`config.mk`:
```
export PLATFORM = sky130hd
export DESIGN_NAME = piso_serializer
export DESIGN_NICKNAME = d
export VERILOG_FILES = /design/src/rtl/piso_pkg.sv /design/src/rtl/piso_bit_cnt.sv /design/src/rtl/piso_serializer.sv
export SDC_FILE = /design/constraint.sdc
export NUM_CORES = 1
export LEC_CHECK = 0
export CORE_MARGIN = 5
export CORE_UTILIZATION = 42
export DETAILED_ROUTE_END_ITERATION = 16
export PLACE_DENSITY = 0.84
export SYNTH_ARGS = -nofsm -noshare
export SYNTH_HDL_FRONTEND = slang
export SYNTH_SLANG_ARGS = --single-unit
```
`constraint.sdc`:
```
create_clock -name clk -period 1.45 [get_ports clk]
set_input_delay 0.145 -clock clk [delete_from_list [all_inputs] [get_ports clk]]
set_output_delay 0.145 -clock clk [all_outputs]
set_load 0.05 [all_outputs]
```
`src/rtl/piso_pkg.sv`:
```
// Shared types for the PISO serializer: FSM state encoding and counter sizing.
// The PARITY state is only ever entered when PISO_SERIALIZER_PARITY_EN is defined.
package piso_pkg;

  typedef enum logic [1:0] {
    IDLE   = 2'd0,
    SHIFT  = 2'd1,
    PARITY = 2'd2
  } state_t;

  function automatic int cnt_width(input int w);
    return (w < 2) ? 1 : $clog2(w);
  endfunction

endpackage

```
`src/rtl/piso_bit_cnt.sv`:
```
// Loadable bit-position up-counter: clear has priority over enable,
// o_tc flags the last position of a data word.
module piso_bit_cnt #(
  parameter int MAX = 7,
  parameter int W   = 3
) (
  input  logic         clk,
  input  logic         reset_n,
  input  logic         i_clr,
  input  logic         i_en,
  output logic [W-1:0] o_cnt,
  output logic         o_tc
);

  logic [W-1:0] r_cnt;

  always_ff @(posedge clk or negedge reset_n) begin
    if (!reset_n) begin
      r_cnt <= '0;
    end else if (i_clr) begin
      r_cnt <= '0;
    end else if (i_en) begin
      r_cnt <= r_cnt + 1'b1;
    end
  end

  assign o_cnt = r_cnt;
  assign o_tc  = (r_cnt == W'(MAX));

endmodule

```
`src/rtl/piso_serializer.sv`:
```
// Parallel-in/serial-out shifter with valid/ready input and gapless back-to-back framing.
// Define PISO_SERIALIZER_PARITY_EN to append an even-parity bit to every frame.
module piso_serializer
  import piso_pkg::*;
#(
  parameter int DATA_W    = 8,
  parameter bit LSB_FIRST = 1'b0
) (
  input  logic              clk,
  input  logic              reset_n,
  input  logic              in_valid,
  input  logic [DATA_W-1:0] in_data,
  output logic              in_ready,
  input  logic              shift_en,
  output logic              serial_out,
  output logic              serial_valid,
  output logic              frame_start,
  output logic              frame_end,
  output logic              busy
);

  localparam int CW      = cnt_width(DATA_W);
  localparam int OUT_IDX = LSB_FIRST ? 0 : DATA_W - 1;

  state_t            r_state;
  state_t            w_state_next;
  logic [DATA_W-1:0] r_shift;
  logic [CW-1:0]     w_cnt;
  logic              w_tc;
  logic              w_accept;
  logic              w_load;
  logic              w_shift;
  logic              w_clr_data;
  logic              w_frame_end;
  logic              w_in_ready;
  logic              w_bit;
`ifdef PISO_SERIALIZER_PARITY_EN
  logic              r_parity;
`endif

`ifdef PISO_SERIALIZER_PARITY_EN
  assign w_frame_end = (r_state == PARITY);
`else
  assign w_frame_end = (r_state == SHIFT) && w_tc;
`endif

  assign w_in_ready = (r_state == IDLE) || (w_frame_end && shift_en);
  assign w_accept   = in_valid && w_in_ready;

  always_ff @(posedge clk or negedge reset_n) begin
    if (!reset_n) begin
      r_state <= IDLE;
    end else begin
      r_state <= w_state_next;
    end
  end

  always_comb begin
    w_state_next = r_state;
    w_load       = 1'b0;
    w_shift      = 1'b0;
    w_clr_data   = 1'b0;
    case (r_state)
      IDLE: begin
        if (w_accept) begin
          w_load       = 1'b1;
          w_state_next = SHIFT;
        end
      end
      SHIFT: begin
        if (shift_en) begin
          if (!w_tc) begin
            w_shift = 1'b1;
          end else begin
`ifdef PISO_SERIALIZER_PARITY_EN
            w_state_next = PARITY;
`else
            if (w_accept) begin
              w_load = 1'b1;
            end else begin
              w_clr_data   = 1'b1;
              w_state_next = IDLE;
            end
`endif
          end
        end
      end
`ifdef PISO_SERIALIZER_PARITY_EN
      PARITY: begin
        if (shift_en) begin
          if (w_accept) begin
            w_load       = 1'b1;
            w_state_next = SHIFT;
          end else begin
            w_clr_data   = 1'b1;
            w_state_next = IDLE;
          end
        end
      end
`endif
      default: begin
        w_state_next = IDLE;
      end
    endcase
  end

  // Shifting toward OUT_IDX keeps the presented bit at a fixed register position.
  always_ff @(posedge clk or negedge reset_n) begin
    if (!reset_n) begin
      r_shift <= '0;
    end else if (w_load) begin
      r_shift <= in_data;
    end else if (w_clr_data) begin
      r_shift <= '0;
    end else if (w_shift) begin
      r_shift <= LSB_FIRST ? {1'b0, r_shift[DATA_W-1:1]} : {r_shift[DATA_W-2:0], 1'b0};
    end
  end

`ifdef PISO_SERIALIZER_PARITY_EN
  always_ff @(posedge clk or negedge reset_n) begin
    if (!reset_n) begin
      r_parity <= 1'b0;
    end else if (w_load) begin
      r_parity <= ^in_data;
    end else if (w_clr_data) begin
      r_parity <= 1'b0;
    end
  end
`endif

  piso_bit_cnt #(
    .MAX (DATA_W - 1),
    .W   (CW)
  ) u_bit_cnt (
    .clk     (clk),
    .reset_n (reset_n),
    .i_clr   (w_load || w_clr_data),
    .i_en    (w_shift),
    .o_cnt   (w_cnt),
    .o_tc    (w_tc)
  );

`ifdef PISO_SERIALIZER_PARITY_EN
  assign w_bit = (r_state == PARITY) ? r_parity : r_shift[OUT_IDX];
`else
  assign w_bit = r_shift[OUT_IDX];
`endif

  assign in_ready     = w_in_ready;
  assign serial_out   = (r_state != IDLE) && w_bit;
  assign serial_valid = (r_state != IDLE);
  assign busy         = (r_state != IDLE);
  assign frame_start  = (r_state == SHIFT) && (w_cnt == '0);
  assign frame_end    = w_frame_end;

endmodule

```
# Word level (Yosys, flattened, before mapping)
# Cells that the tools add are included.
# W data, S select, Z words.
# word_totals
reg_bits,13
latch_bits,0
ramBits,0
mem_bits_ro,0
input_bits,12
out_inout_bits,6
memories,0
# op_classes
addsub,1
multipliers,0
div_mod_pow,0
n_lt_le_gt_ge,0
eq_ne,6
n_shift,0
n_mux,21
bitwise,0
n_reduce_logical,13
# op_table
operator,count
$mux W8,3
$mux W1,10
$mux W2,4
$ne A2 B2 Y1 const B,4
$mux W3,2
$logic_and A1 B1 Y1,5
$pmux W2 S2,1
$reduce_and A4 Y1,1
$reduce_bool A2 Y1,2
$add A3 B1 Y3 const B,1
$eq A3 B3 Y1 const B,1
$logic_not A3 Y1,1
$reduce_bool A3 Y1,1
$eq A2 B1 Y1 const B,1
$logic_not A2 Y1,1
$logic_or A1 B1 Y1,2
$pmux W1 S2,1

# Logic depth before layout (Yosys ltp)
# Gate-level depths: netlist (run 1).
# logic_depth
word_depth,11
depth_mapped,6
mapped_depth_nobuf,5

# By module
# From an unflattened synthesis (run 1), not the netlist that was laid out.
# hier_totals
cells_unflattened,86
hier_area_um2,774.5
# modules_own_cells
mod,instances,cells_each,area_each_um2
piso_serializer,1,75,634.4
piso_bit_cnt,1,11,140.1

# Worst setup path before layout (run 1)
# OpenSTA, ideal clock, no wires.
# synth_timing
path_type,reg-to-reg
start,register r_state[0]
end,register r_shift[6]
t_arrival_ps,1417
t_required_ps,1322
path_slack_ps,-95
stages_incl_launch_ff,6
path_buffers,2
path_cell_list,dfrtp_1 -> buf_6 -> a21bo_2 -> buf_4 -> nand3_1 -> a31oi_2
# synth_via
elab_chain_len,11
# synth_lines
item,line,source
"start, declared",piso_serializer.sv:25,state_t r_state;
"start signal, assigned",piso_serializer.sv:54,r_state <= w_state_next;
$eq A2 B1 Y1,piso_serializer.sv:44,assign w_frame_end = (r_state == SHIFT) && w_tc;
$logic_and A1 B1 Y1,piso_serializer.sv:44,
$logic_and A1 B1 Y1,piso_serializer.sv:47,assign w_in_ready = (r_state == IDLE) || (w_frame_end && shift_en);
$logic_or A1 B1 Y1 (*),piso_serializer.sv:47,
named net in_ready,piso_serializer.sv:13,"output logic in_ready,"
$logic_and A1 B1 Y1 (*),piso_serializer.sv:48,assign w_accept = in_valid && w_in_ready;
$mux W1,piso_serializer.sv:78,if (w_accept) begin
$mux W1,piso_serializer.sv:72,if (!w_tc) begin
$mux W1,piso_serializer.sv:71,if (shift_en) begin
$mux W1,piso_serializer.sv:63,case (r_state)
$mux W8,piso_serializer.sv:113,end else if (w_clr_data) begin
$mux W8,piso_serializer.sv:111,end else if (w_load) begin
"end signal, assigned",piso_serializer.sv:112,r_shift <= in_data;
"end signal, assigned",piso_serializer.sv:116,"r_shift <= LSB_FIRST ? {1'b0, r_shift[DATA_W-1:1]} : {r_shift[DATA_W-2:0], 1'b0};"
"end, declared",piso_serializer.sv:27,logic [DATA_W-1:0] r_shift;
# Mark *: on every way through the listed nets, which the timed path passes. The rest lies on a longest branch.
# A chain may end at the register's enable or synchronous reset.

# Final worst setup path (run 1)
# layout_timing
start,"register u_bit_cnt.r_cnt[0], in the netlist u_bit_cnt.o_cnt[0]"
end,output port in_ready
# layout_via
elab_chain_len,4
# layout_lines
item,line,source
"start, declared",piso_bit_cnt.sv:15,logic [W-1:0] r_cnt;
"start signal, assigned",piso_bit_cnt.sv:23,r_cnt <= r_cnt + 1'b1;
$eq A3 B3 Y1,piso_bit_cnt.sv:28,assign o_tc = (r_cnt == W'(MAX));
$logic_and A1 B1 Y1,piso_serializer.sv:44,
$logic_and A1 B1 Y1,piso_serializer.sv:47,
$logic_or A1 B1 Y1,piso_serializer.sv:47,
"end, declared",piso_serializer.sv:13,
# No other way between the ends.

==> metrics, run 1 <==
Die Ht=50.6 um; Placed Area=922 um^2; max frequency=0.650 GHz; status=finished, violations left; Slew @ Worst Pin=0.537 ns; setup TNS=-0.174 ns; drt drc=0; DP Wirelength=1.10 mm; Setup crit start=u_bit_cnt.o_cnt[0]; post-route cell area=1010 um^2; RSZ-0062 raised after global routing=true; Final period util=1.06; # setup viols final=3; GRT overflow=0; fillers=135; non-filler cells, final=109; Setup crit end kind=primary output; Critical Path, Cell by Cell=ha_2, ha_4, a21bo_4, buf_12; warnings from Yosys=0; pwr/cell area=1640 nW/um^2; Reg clk slew, reported paths=0.08 ns; sequential fraction of the synthesis area=0.435; Max IR drop VDD=888 uV; vias post-DR=603; Die X=50.6 um; pin count of the biggest net entering global routing=17; Vias/cell=5.53; CP Launch Type=register; top layer in use=met3; Post-Syn Area=691 um^2; worst r2r path cells=6; WL met2=752 um; Initial Utilization=0.448; r2r endpoint=r_shift[7]; Maximum Capacitance Violations=0; met1 wire length=696 um; clk sinks=12; synth top area cells=dfrtp_1 43%, nand3b_1 7.6%, nand3_1 5.8%, a31oi_1 5.4%, ha_1 5.4%; Async SR Flop Fraction=1.00; layout net count=109; gpl congestion=0.821; CP max FO=5; DP Cell Count=103; WL/cell=14.0 um; die area=2560 um^2; vias in the first global route=620; Leakage=0.424 nW; DRT Wirelength=1.53 mm; antenna-violating nets left=0; CTS Buffer Depth=2; met3 WL=79 um; EDFF count, synth=0; Setup crit end=in_ready; flops & latches, synth=12; Final Worst Setup Slack=-0.0896 ns; Critical-path top delay cell=dfrtp_1; TritonCTS clock tree=built; worst skew pair latency=0.27 ns; H-tree levels=1; Synth Flop Type=dfrtp_1; type of the most critical hold path=in2async; Slew HR=0.641; share of post-route cells with drive strength above 1=0.312; post-layout min period=1.54 ns; initial antenna violation count=0; antenna cell count=0; crit path kind=reg2out; RR Startpoint=u_bit_cnt.o_cnt[0]; CP required=1.31 ns; port bufs=17; initial drt markers=11; count leader, synth=dfrtp_1; r2r setup slk=0.01 ns; Syn Inst Count=71; cts hold-fix bufs=0; root buffer cell=clkbuf_4; Final Hold Fails=0; area leader, netlist=dfrtp_1; Crit path largest cell delay=0.38 ns; core area=1540 um^2; most common library cells after synthesis=12 x dfrtp_1, 8 x nand3_1, 7 x nand3b_1, 7 x nor2_1, 6 x a31oi_1; CP Data Arrival Time=1.39 ns; Final Util=0.655; worst slack at placement=-0.0118 ns; Distinct cells, synth=25; failing checks=negative setup slack; average size of a mapped cell=9.73 um^2; first-pass GRT wire length=2.77 mm; # rows=14; top-area cell type share of the netlist area=0.435; syn nets=86; Pre-antenna DRT Iters=2; Total Routing Usage GR=0.138; Fin Hold WS=0.223 ns; I/O pins=18; cts bufs inserted=3; Post-Route Skew=0.00436 ns; total power draw=1.65 mW; Slew Limit Fails=0; Area Overhead vs Synth=46.2%
## where the power goes
part | leakage (nW) | switching, mW | internal, mW | total (mW)
clock | 0.0210 | 0.112 | 0.152 | 0.264
combinational | 0.265 | 0.411 | 0.449 | 0.860
sequential | 0.137 | 0.0833 | 0.447 | 0.530
total | 0.424 | 0.605 | 1.05 | 1.65
## sequential cells by signal, summed over array words and instances (netlist names)
signal and count:
r_shift 8, u_bit_cnt.o_cnt 3, r_state 1
## what timing repair did
item	CTS	global route
gates resized for setup	10	0
gates cloned	0	0
setup buffers	3	0
endpoints found under the setup margin	11	11
pin swaps	3	1
## per-layer routing
layer  global-route usage  vias to the layer above
met2                0.219                       13
met5                    0                        -
li1                     -                      295
met3               0.0296                        0
met1                0.188                      295
met4               0.0383                        0
## critical path: cells and delay by family (launching register included)
kind                       cells  cell delay (ns)
DFF                            1             0.38
adders and majority gates      2             0.38
AOI/OAI and AO/OA              1             0.22
buffers and inverters          1             0.14
## how the worst min path moves through the flow
stage | startpoint | to | slack [ns] | cells after the start
after floorplan | reset_n | r_shift[0] | -0.15 | 0
after global routing | reset_n | r_shift[5] | 0.28 | 1
after CTS | reset_n | r_shift[5] | 0.24 | 1
final | reset_n | r_shift[5] | 0.22 | 1
after detailed placement | r_shift[0] | r_shift[0] | 0.51 | 2
after global placement | r_shift[0] | r_shift[0] | 0.51 | 2
## logic make-up after synthesis
| group | share of synthesized area |
|---|---|
| buffers and inverters | 0.0887 |
| AOI/OAI and AO/OA | 0.143 |
| and+or+nand+nor | 0.257 |
| muxes | 0.0217 |
| DFF | 0.435 |
| adders and majority gates | 0.0544 |
## cells in the final DEF (no fill, tap or decap), drive strengths merged
master	instances
clkdlybuf4s50	11
mux2	1
buf	13
ha	3
nand3	8
and2	2
a21bo	1
o21ai	3
nand3b	7
clkbuf	4
and3	1
o22ai	1
nand4b	1
a31oi	7
inv	4
nand2b	2
nor2	8
dfrtp	12
or3b	1
nand2	1
a22o	2
## layout make-up
cell class	instances	area (um^2)	share of cell area
multi-input cells	49	359	0.356
flip-flops and latches	12	302	0.299
repair buffers	24	278	0.275
well taps	16	20.0	0.0198
clock buffers	4	36.3	0.0359
inverters	4	15.0	0.0149
No activity file was read; power rests on OpenSTA's default activity.
==> run 2, diff against run 1 <==
--- a/config.mk
+++ b/config.mk
@@ -5,9 +5,12 @@
 export SDC_FILE = /design/constraint.sdc
 export NUM_CORES = 1
 export LEC_CHECK = 0
+export ABC_CLOCK_PERIOD_IN_PS = 1450
 export CORE_MARGIN = 5
 export CORE_UTILIZATION = 42
+export CTS_CLUSTER_SIZE = 10
 export DETAILED_ROUTE_END_ITERATION = 16
+export GPL_TIMING_DRIVEN = 0
 export PLACE_DENSITY = 0.84
 export SYNTH_ARGS = -nofsm -noshare
 export SYNTH_HDL_FRONTEND = slang
==> run 2 against run 1 <==
Net effect: the run still ends with negative setup slack left; count of clock-buffer cells in the layout stayed put; die area is the same; via count rose by 2.0%; total power fell by 6.0%; maximum frequency is 4.1% lower; routed wire length increased by 7.5%; largest power group unchanged; register-to-register slack got worse by 0.05 ns; largest cell class unchanged; sequential power is essentially flat; critical path type unchanged; setup slack got worse by 0.065 ns; sequential share of layout area decreased by 0.69 points; clock skew decreased by 0.0026 ns.
==> metrics, run 2 (same netlist as run 1, synthesis figures left out) <==
status=finished, violations left; failing checks=negative setup slack; CP required=1.31 ns (about the same); clk sinks=12 (unchanged); Final Worst Setup Slack=-0.155 ns (-0.0654 ns); worst path bufs/invs=2 (+1); Worst path most repeated cell=buf_8; Crit path largest cell delay=0.41 ns (+0.03 ns); WL met2=760 um (+1.1%); worst skew pair latency=0.27 ns (about the same); type of the most critical hold path=in2async; CP Launch Type=register; crit path kind=reg2out; Maximum Capacitance Violations=0 (unchanged); met3 WL=90 um (+14%); gpl congestion=0.756 (-8.0%); Area Overhead vs Synth=49.6%; Max IR drop VDD=752 uV (-15%); Slew @ Worst Pin=0.550 ns (+0.0134 ns); cts bufs inserted=3 (unchanged); root buffer cell=clkbuf_4; antenna-violating nets left=0 (unchanged); first-pass GRT wire length=2.36 mm (-15%); vias post-DR=615 (+2.0%); drt drc=0 (unchanged); layout net count=114 (+4.6%); pwr/cell area=1500 nW/um^2 (-8.2%); max frequency=0.623 GHz (-4.1%); cts hold-fix bufs=0 (unchanged); Vias/cell=5.39 (-2.5%); port bufs=17 (unchanged); initial drt markers=11 (unchanged); worst r2r path cells=7 (+1); # setup viols final=7 (+4); Reg clk slew, reported paths=0.07 ns (about the same); antenna cell count=0 (unchanged); max FFs per register=8 (unchanged); Critical-path top delay cell=dfrtp_1; DP Wirelength=1.03 mm (-6.1%); Pre-antenna DRT Iters=4 (+2); Die X=50.6 um (unchanged); Slew HR=0.632 (-0.00895); Post-Route Skew=0.00179 ns (-0.00257 ns); die area=2560 um^2 (unchanged); Initial Utilization=0.448 (unchanged); Critical Path, Cell by Cell=ha_2, ha_4, buf_8, and2_4, buf_8; Top reg by flops=r_shift; share of post-route cells with drive strength above 1=0.296 (-0.0159); Crit path depth=5 (+1); Fin Hold WS=0.224 ns (+0.00182 ns); RSZ-0062 raised after global routing=true; Placed Area=887 um^2 (-3.8%); top layer in use=met4; pin count of the biggest net entering global routing=13 (-4); # rows=14 (unchanged); Leakage=0.441 nW (+3.9%); initial antenna violation count=0 (unchanged); DRT Wirelength=1.64 mm (+7.5%); I/O pins=18 (unchanged); CP max FO=4 (-1); Die Ht=50.6 um (unchanged); met1 wire length=741 um (+6.5%); Setup crit end kind=primary output; vias in the first global route=549 (-11%); Slew Limit Fails=0 (unchanged); Worst path top cell family by delay=flip-flops; H-tree levels=1 (unchanged); Final period util=1.11 (+0.0451); Total Routing Usage GR=0.122 (-0.0162); TritonCTS clock tree=built; CTS Buffer Depth=2 (unchanged); setup TNS=-0.415 ns (-0.240 ns); post-route cell area=1030 um^2 (+2.4%); GRT overflow=0 (unchanged); CP Data Arrival Time=1.46 ns (+0.07 ns); post-layout min period=1.60 ns (+0.0654 ns); core area=1540 um^2 (unchanged); WL/cell=14.4 um (+2.7%); commonest non-fill, non-tap cells in the layout=11 x clkdlybuf4s50_1, 11 x dfrtp_1, 7 x nand3_1, 7 x nand3b_1, 7 x nor2_1; Final Hold Fails=0 (unchanged)
==> run 2: cell count changes in the layout (fill, tap and decap cells not counted), sizes merged <==
cell / before / now
buf: 13 / 15
dlygate4sd2: 0 / 1
clkdlybuf4s15: 0 / 1
clkbuf: 4 / 5
==> run 2: repair_timing <==
item | 4_1_cts | 5_1_grt
setup endpoints to repair | 12 | 5
gates cloned | 0 | 1
pin swaps | 2 | 6
buffers inserted | 0 | 6
gates resized for setup | 35 | 8
==> run 2: metrics by stage <==
stage               utilization  total power [mW]  setup WS, ns  std cells
global placement          0.575              1.17        -0.666        104
detailed placement        0.575              1.19        -0.658        104
floorplan                     -             0.994        0.0149         71
global route              0.670              1.65        -0.196        114
finish                    0.670              1.55        -0.155        114
CTS                       0.617              1.49        -0.181        107
==> run 2: final timing paths <==
path / slack, ns / to / from
min reg2reg: 0.54 / r_shift[0] / r_shift[0]
min: 0.22 / r_shift[5] / reset_n
max: -0.15 / frame_end / u_bit_cnt.o_cnt[0]
max reg2reg: -0.04 / r_shift[3] / u_bit_cnt.o_cnt[0]
min in group clk: 0.45 / r_shift[0] / in_data[0]
max in group asynchronous: 0.83 / r_state[0] / reset_n
==> run 2: area by class of cell <==
cell class	count	area, um^2
Inverter	4	15.0
Timing Repair Buffer	24	253
Tap cell	16	20.0
Multi-Input combinational cell	49	358
Fill cell	124	508
Clock buffer	4	36.3
Buffer	5	50.0
Sequential cell	12	302
==> run 2: per-layer routing <==
metal  vias to the layer above  global-route usage
met1                       278               0.168
met5                         -                   0
li1                        308                   -
met2                        23               0.163
met3                         6              0.0325
met4                         0              0.0809
==> run 2: where the power goes <==
group          internal [mW]  switching, mW  total (mW)
clock network          0.153          0.112       0.264
logic                  0.369          0.392       0.761
registers              0.447         0.0817       0.529
